**config.mk**
```make
export PLATFORM = sky130hd
export DESIGN_NAME = inference_sequencer
export DESIGN_NICKNAME = d
export VERILOG_FILES = /design/src/rtl/inference_seq_pkg.sv /design/src/rtl/inference_sequencer.sv
export SDC_FILE = /design/constraint.sdc
export NUM_CORES = 2
export LEC_CHECK = 0
export CELL_PAD_IN_SITES_DETAIL_PLACEMENT = 1
export CELL_PAD_IN_SITES_GLOBAL_PLACEMENT = 2
export CORE_AREA = 2 2 625 627
export CTS_BUF_LIST = sky130_fd_sc_hd__clkbuf_4
export DETAILED_ROUTE_END_ITERATION = 6
export DIE_AREA = 0 0 627 629
export PLACE_DENSITY_LB_ADDON = 0.1
export SLEW_MARGIN = 40
export SYNTH_ARGS = -nofsm -noshare
export SYNTH_HDL_FRONTEND = slang
export SYNTH_SLANG_ARGS = --single-unit
export TNS_END_PERCENT = 10
```
**constraint.sdc**
```tcl
create_clock -name clk_i -period 1.9 [get_ports clk_i]
set_clock_uncertainty 0.1 [all_clocks]
set_input_delay 0.38 -clock clk_i [delete_from_list [all_inputs] [get_ports clk_i]]
set_output_delay 0.38 -clock clk_i [all_outputs]
set_load 0.02 [all_outputs]
```
**src/rtl/inference_seq_pkg.sv**
```systemverilog
// Shared types and helpers for inference_sequencer.
//   seq_state_e : controller state encoding (IDLE=0 so reset clears to IDLE)
//   SETTLE_W    : settle-counter width; NET_LATENCY must fit (0..255)
//   MAX_CLASSES : widest class vector is_onehot() accepts
//   is_onehot() : 1 when exactly one bit of the argument is set
package inference_seq_pkg;

  typedef enum logic [2:0] {
    IDLE   = 3'd0,
    FLUSH  = 3'd1,
    SETTLE = 3'd2,
    FIRE   = 3'd3,
    WAIT   = 3'd4,
    HOLD   = 3'd5
  } seq_state_e;

  localparam int unsigned SETTLE_W    = 8;
  localparam int unsigned MAX_CLASSES = 64;

  // Callers zero-extend their class vector to MAX_CLASSES bits; zero
  // padding does not change the one-hot property.
  function automatic bit is_onehot(input logic [MAX_CLASSES-1:0] v);
    return (v != '0) && ((v & (v - 1'b1)) == '0);
  endfunction

endpackage

```
**src/rtl/inference_sequencer.sv**
```systemverilog
// inference_sequencer: sequences one sample at a time through the gate
// network and the output accumulator/classifier.
//   clk_i, reset_i          clock, synchronous active-high reset
//   sample_valid_i/ready_o  input sample stream, data on sample_i
//   net_data_o              registered sample held on the network input
//   cls_valid_o/cls_reset_o one-cycle pulses to the classifier
//   cls_valid_i/cls_class_i classifier result
//   flush_i                 request a classifier flush (sampled in IDLE only)
//   res_valid_o/res_ready_i result stream, res_class_o / res_err_o
//   done_cnt_o              completed inferences (wraps)
//   busy_o                  controller not idle
// Optional: define INFER_SEQ_TIMEOUT_EN to add a WAIT-state watchdog of
// TIMEOUT_CYCLES cycles that returns an error result and flushes the
// classifier.
module inference_sequencer
  import inference_seq_pkg::*;
#(
  parameter int unsigned IN_WIDTH       = 784,
  parameter int unsigned NUM_CLASSES    = 10,
  parameter int unsigned NET_LATENCY    = 4,
  parameter int unsigned CNT_WIDTH      = 16,
  parameter int unsigned TIMEOUT_CYCLES = 1024
) (
  input  logic                   clk_i,
  input  logic                   reset_i,
  input  logic                   sample_valid_i,
  output logic                   sample_ready_o,
  input  logic [IN_WIDTH-1:0]    sample_i,
  output logic [IN_WIDTH-1:0]    net_data_o,
  output logic                   cls_valid_o,
  output logic                   cls_reset_o,
  input  logic                   cls_valid_i,
  input  logic [NUM_CLASSES-1:0] cls_class_i,
  input  logic                   flush_i,
  output logic                   res_valid_o,
  input  logic                   res_ready_i,
  output logic [NUM_CLASSES-1:0] res_class_o,
  output logic                   res_err_o,
  output logic [CNT_WIDTH-1:0]   done_cnt_o,
  output logic                   busy_o
);

  seq_state_e             state_q, state_d;
  logic [SETTLE_W-1:0]    settle_q, settle_d;
  logic [IN_WIDTH-1:0]    net_q, net_d;
  logic                   cls_valid_q, cls_valid_d;
  logic                   cls_reset_q, cls_reset_d;
  logic                   res_valid_q, res_valid_d;
  logic [NUM_CLASSES-1:0] res_class_q, res_class_d;
  logic                   res_err_q, res_err_d;
  logic [CNT_WIDTH-1:0]   done_q, done_d;

`ifdef INFER_SEQ_TIMEOUT_EN
  localparam int unsigned WD_W = $clog2(TIMEOUT_CYCLES + 1);
  logic [WD_W-1:0] wd_q, wd_d;
`endif

  // Reset also masks ready so nothing looks accepted while held in reset.
  assign sample_ready_o = (state_q == IDLE) && !flush_i && !reset_i;
  assign busy_o         = (state_q != IDLE);
  assign net_data_o     = net_q;
  assign cls_valid_o    = cls_valid_q;
  assign cls_reset_o    = cls_reset_q;
  assign res_valid_o    = res_valid_q;
  assign res_class_o    = res_class_q;
  assign res_err_o      = res_err_q;
  assign done_cnt_o     = done_q;

  always_comb begin
    state_d     = state_q;
    settle_d    = settle_q;
    net_d       = net_q;
    res_class_d = res_class_q;
    res_err_d   = res_err_q;
    done_d      = done_q;
    cls_reset_d = 1'b0;
`ifdef INFER_SEQ_TIMEOUT_EN
    // Zero outside WAIT, so the count restarts on every WAIT entry.
    wd_d = (state_q == WAIT) ? wd_q + 1'b1 : '0;
`endif
    case (state_q)
      IDLE: begin
        if (flush_i) begin
          state_d = FLUSH;
        end else if (sample_valid_i) begin
          net_d    = sample_i;
          settle_d = SETTLE_W'(NET_LATENCY);
          state_d  = (NET_LATENCY == 0) ? FIRE : SETTLE;
        end
      end
      FLUSH: state_d = IDLE;
      SETTLE: begin
        // Loaded with NET_LATENCY; FIRE follows the cycle it reads 1, giving
        // exactly NET_LATENCY SETTLE cycles.
        if (settle_q == SETTLE_W'(1)) state_d = FIRE;
        else                          settle_d = settle_q - 1'b1;
      end
      FIRE: state_d = WAIT;
      WAIT: begin
        if (cls_valid_i) begin
          res_class_d = cls_class_i;
          res_err_d   = !is_onehot(MAX_CLASSES'(cls_class_i));
          state_d     = HOLD;
        end
`ifdef INFER_SEQ_TIMEOUT_EN
        else if (wd_q == WD_W'(TIMEOUT_CYCLES - 1)) begin
          res_class_d = '0;
          res_err_d   = 1'b1;
          cls_reset_d = 1'b1;
          state_d     = HOLD;
        end
`endif
      end
      HOLD: begin
        if (res_ready_i) begin
          done_d  = done_q + 1'b1;
          state_d = IDLE;
        end
      end
      default: state_d = IDLE;
    endcase
    // Pulses and result-valid are registered from the next state so they
    // line up exactly with the state they belong to.
    cls_valid_d = (state_d == FIRE);
    cls_reset_d = cls_reset_d | (state_d == FLUSH);
    res_valid_d = (state_d == HOLD);
  end

  always_ff @(posedge clk_i) begin
    if (reset_i) begin
      state_q     <= IDLE;
      settle_q    <= '0;
      net_q       <= '0;
      cls_valid_q <= 1'b0;
      cls_reset_q <= 1'b0;
      res_valid_q <= 1'b0;
      res_class_q <= '0;
      res_err_q   <= 1'b0;
      done_q      <= '0;
`ifdef INFER_SEQ_TIMEOUT_EN
      wd_q        <= '0;
`endif
    end else begin
      state_q     <= state_d;
      settle_q    <= settle_d;
      net_q       <= net_d;
      cls_valid_q <= cls_valid_d;
      cls_reset_q <= cls_reset_d;
      res_valid_q <= res_valid_d;
      res_class_q <= res_class_d;
      res_err_q   <= res_err_d;
      done_q      <= done_d;
`ifdef INFER_SEQ_TIMEOUT_EN
      wd_q        <= wd_d;
`endif
    end
  end

endmodule

```
Yosys cells after proc, flatten, opt, wreduce, memory -nomap -nowiden
Cells that the tools add are included.

Register bits after elaboration: 825. Bits of input ports: 800. Logic and storage cells: 50.

$add $sub $neg: 3. Equality and inequality tests: 11. Mux-type cells: 10. Bitwise logic cells: 2. Reductions and logical operators: 15.

Operators by type and width (count): $and A10 B64 Y64 (1); $logic_not A64 Y1 (1); $mux W8 (3); $add A16 B1 Y16 const B (1); $pmux W8 S2 (1); $mux W3 (5); $pmux W3 S5 (1); $sub A10 B1 Y11 const B (1); $reduce_bool A10 Y1 (1); $eq A3 B2 Y1 const B (3); $eq A3 B3 Y1 const B (3); $eq A8 B1 Y1 const B (1); $sub A8 B1 Y8 const B (1); $ne A2 B2 Y1 const B (3); $reduce_and A2 Y1 (2); $reduce_and A4 Y1 (1); $eq A3 B1 Y1 const B (1); $logic_and A1 B1 Y1 (3); $logic_not A1 Y1 (3); $logic_not A3 Y1 (1); $reduce_and A3 Y1 (1); $reduce_bool A3 Y1 (1); $reduce_bool A2 Y1 (1); $not A1 Y1 (1).

Longest topological paths before layout
Word-level depth: 5. Depth in mapped cells: 7.

Worst setup path after synthesis
Ideal clock, no wire load.

Path type: reg2reg. Start: reg done_q[3] (netlist: done_cnt_o[3]). End: reg done_q[15] (netlist: done_cnt_o[15]). Library setup time: 121 ps. Data arrival time: 1673 ps. Path slack: 6 ps. Cell stages (with the launch flop): 6. Path buffers: 1. Period minus slack after synthesis: 1894 ps. Cells stage by stage: dfxtp_1 and4_4 nand4_1 buf_2 nor4_1 mux2_2.

Cells in the longest elaborated chain, start to end: 1.

RTL lines: start: declaration (line inference_sequencer.sv:51) `logic [CNT_WIDTH-1:0] done_q, done_d;`; start signal: assignment (line inference_sequencer.sv:152) `done_q <= done_d;`; $add A16 B1 Y16 (line inference_sequencer.sv:116) `done_d = done_q + 1'b1;`.

Every way passes these cells. A chain may end at the register's enable or synchronous reset.

Final worst setup path
Start: reg net_q[753] (netlist: net_data_o[753]). End: out net_data_o[753].

RTL lines: start: declaration (line inference_sequencer.sv:45) `logic [IN_WIDTH-1:0] net_q, net_d;`; start signal: assignment (line inference_sequencer.sv:146) `net_q <= net_d;`; end: declaration (line inference_sequencer.sv:29) `output logic [IN_WIDTH-1:0] net_data_o,`.

No word-level cell between the ends.

==> run metrics <==
WL final 259,000 um; fin worst setup slack -0.904 ns; Finish-stage setup viols 968; Final ANT Viol Nets 0; dpl cells 10,400; DP HPWL 203,000 um; CP max FO 2; most frequent cells in the layout nand2_1 (1,602), dlygate4sd3_1 (1,498), clkdlybuf4s50_1 (1,244); critical path launch point type flop; kind of critical path flop to primary output; Least-Margin Pin Slew 0.719 ns; routed via count 39,300; Worst R2R End done_cnt_o[15]; first-pass GRT wire length 350,000 um; met3 usage 0.0435; FF-to-FF path depth 6; CTS tree yes; f_max 357 MHz; Slew Limit Fails 0; Placeable Area 388,000 um2; Critical path origin net_data_o[753]; drt pass-1 iters 4; synthesized area per cell 7.91 um2; GR Util met1 0.134; Post-synth EDFFs 0; Port Buffers 1,615; asr flop ratio synth 0; CP Cell Sequence clkdlybuf4s50_1; failing checks negative setup slack; Tot GR Track Use 0.127; RSZ-0062 raised after global routing yes; required time of the critical path 1.42 ns; CTS clk-pin slew, worst paths 0.06 ns; status finished, violations left; layout cells sized above 1 0.191; Post-Syn Instances 3,627; post-synthesis net count 4,430; Residual DRC 0; DR iter-0 viols 1,023; Worst EP arrival 2.32 ns; H-tree depth reported by CTS 5; vias per cell 3.14; fin cells 12,500; reg-to-reg startpoint state_q[1]; final hold vios 0; final core occ 0.187; Max Cap Viol 0; standard-cell rows 229; die area 394,000 um2; IO Pins 1,616; CTS Buf Count 320; synthesized area 28,700 um2; critical path depth 1; met2 usage 0.237; Tcrit/Tclk final 1.48; global placement routability congestion 0.777; busiest layer in global routing met2; Final min period 2.80 ns; WL/cell 20.7 um; CP top delay family buffers and inverters; Relative slew margins 0.516; root buffer selected by CTS clkbuf_4; dpl ws -1.11 ns; gr ovfl total 0; CP endpoint kind primary output; #FFs+latches synth 825; initial antenna violation count 127; PwrDens 719 nW/um2; post-synthesis sequential area ratio 0.576; Synth Flop Type dfxtp_1; synth warn 0; vias in the first global route 42,100; reg2reg setup slack -0.25 ns; most common cell after layout, fill and taps aside nand2_1; nets@finish 7,838; Setup crit end net_data_o[753]; Worst path slowest cell clkdlybuf4s50_1; Die Y 629 um; Die Wd 627 um; worst skew pair latency 1.25 ns; Pleak 26.6 nW; CP bufs+invs 1; Largest stage delay, worst path 0.71 ns; largest net degree at the start of global routing 60; area delta synth->final 153%; Initial Util 0.0740; hold crit path type input pin to flop; worst ir drop on vdd 356 uV; Distinct cells, synth 48; CTS sink count 825; clock buffer depth 4
## cells in the mapped netlist, drive strengths merged, types with 4 or more instances
cell	instances	area share
o31ai	5	0.0013
buf	160	0.030
nand4	7	0.0015
a211oi	4	0.0010
nand2	1603	0.21
clkbuf	110	0.014
and3	4	0.00087
nor2	17	0.0022
nor2b	4	0.00087
inv	7	0.00092
mux2i	4	0.0014
a21oi	807	0.14
o21ai	8	0.0014
xor2	6	0.0018
nor3	5	0.00087
or4	4	0.0010
dfxtp	825	0.58
nand3	7	0.0017
## routing by layer
metal,wire [um],part of all wire,up-vias
li1,-,-,18800
met1,97200,0.38,18700
met2,135000,0.52,1217
met3,19300,0.075,479
met4,7270,0.028,64
met5,404,0.0016,-
## power by group
part           total (mW)  internal, mW  switching, mW  leakage (nW)
Combinational        11.0          5.96           5.08          17.4
Sequential           18.8          18.2          0.597          6.86
Clock                22.3          11.8           10.5          2.35
Total                52.1          36.0           16.1          26.6
## final cells by class
cell class	count	area, um2
Antenna cell	50	125
Clock buffer	477	3580
Clock inverter	52	349
Fill cell	45500	315000
Inverter	7	28.8
Multi-Input combinational cell	2525	10900
Sequential cell	825	17000
Tap cell	5197	6500
Timing Repair Buffer	3356	34000
## sequential cells by signal, indices dropped and copies added (netlist names)
| name | cells |
|---|---|
| cls_reset_o | 1 |
| cls_valid_o | 1 |
| done_cnt_o | 16 |
| net_data_o | 784 |
| res_class_o | 10 |
| res_err_o | 1 |
| res_valid_o | 1 |
| settle_q | 8 |
| state_q | 3 |
## per-stage QoR
step,hold slack [ns],setup TNS [ns],cell area [um2],power [mW]
5_1_grt,0.0231,-790.61,72400,55.7
6_report,0.232,-510.00,72400,52.1
2_1_floorplan,0.346,0,28700,21.8
3_5_place_dp,0.346,-771.67,52200,27.6
3_3_place_gp,0.342,-756.71,52200,27.6
4_1_cts,-0.126,-850.95,71700,54.1
## how the worst min path moves through the flow
stage | startpoint | to | slack, ns | cells after the start
2_1_floorplan | settle_q[7] | settle_q[7] | 0.35 | 2
3_3_place_gp | net_data_o[307] | net_data_o[307] | 0.34 | 2
3_5_place_dp | net_data_o[63] | net_data_o[63] | 0.35 | 2
4_1_cts | flush_i | cls_reset_o | -0.13 | 5
5_1_grt | reset_i | state_q[2] | 0.02 | 4
6_report | reset_i | state_q[2] | 0.23 | 4
## kinds of logic after synthesis
kind of cell,Yosys count,share of synthesized area
AND/OR/NAND/NOR,1671,0.224
buffers and inverters,277,0.0454
flip-flops,825,0.576
XOR/XNOR,8,0.00244
multiplexers,5,0.00179
adder cells (fa/ha/maj),3,0.00131
AO/OA/AOI/OAI,838,0.149
## what timing repair did
item,4_1_cts,5_1_grt
hold endpoints to repair,825,457
setup endpoints to repair,844,1333
pin swaps,1,0
setup buffers,8,32
hold buffers,1497,2
resized for setup,1057,1015
Power figures use the tool's default switching activity.
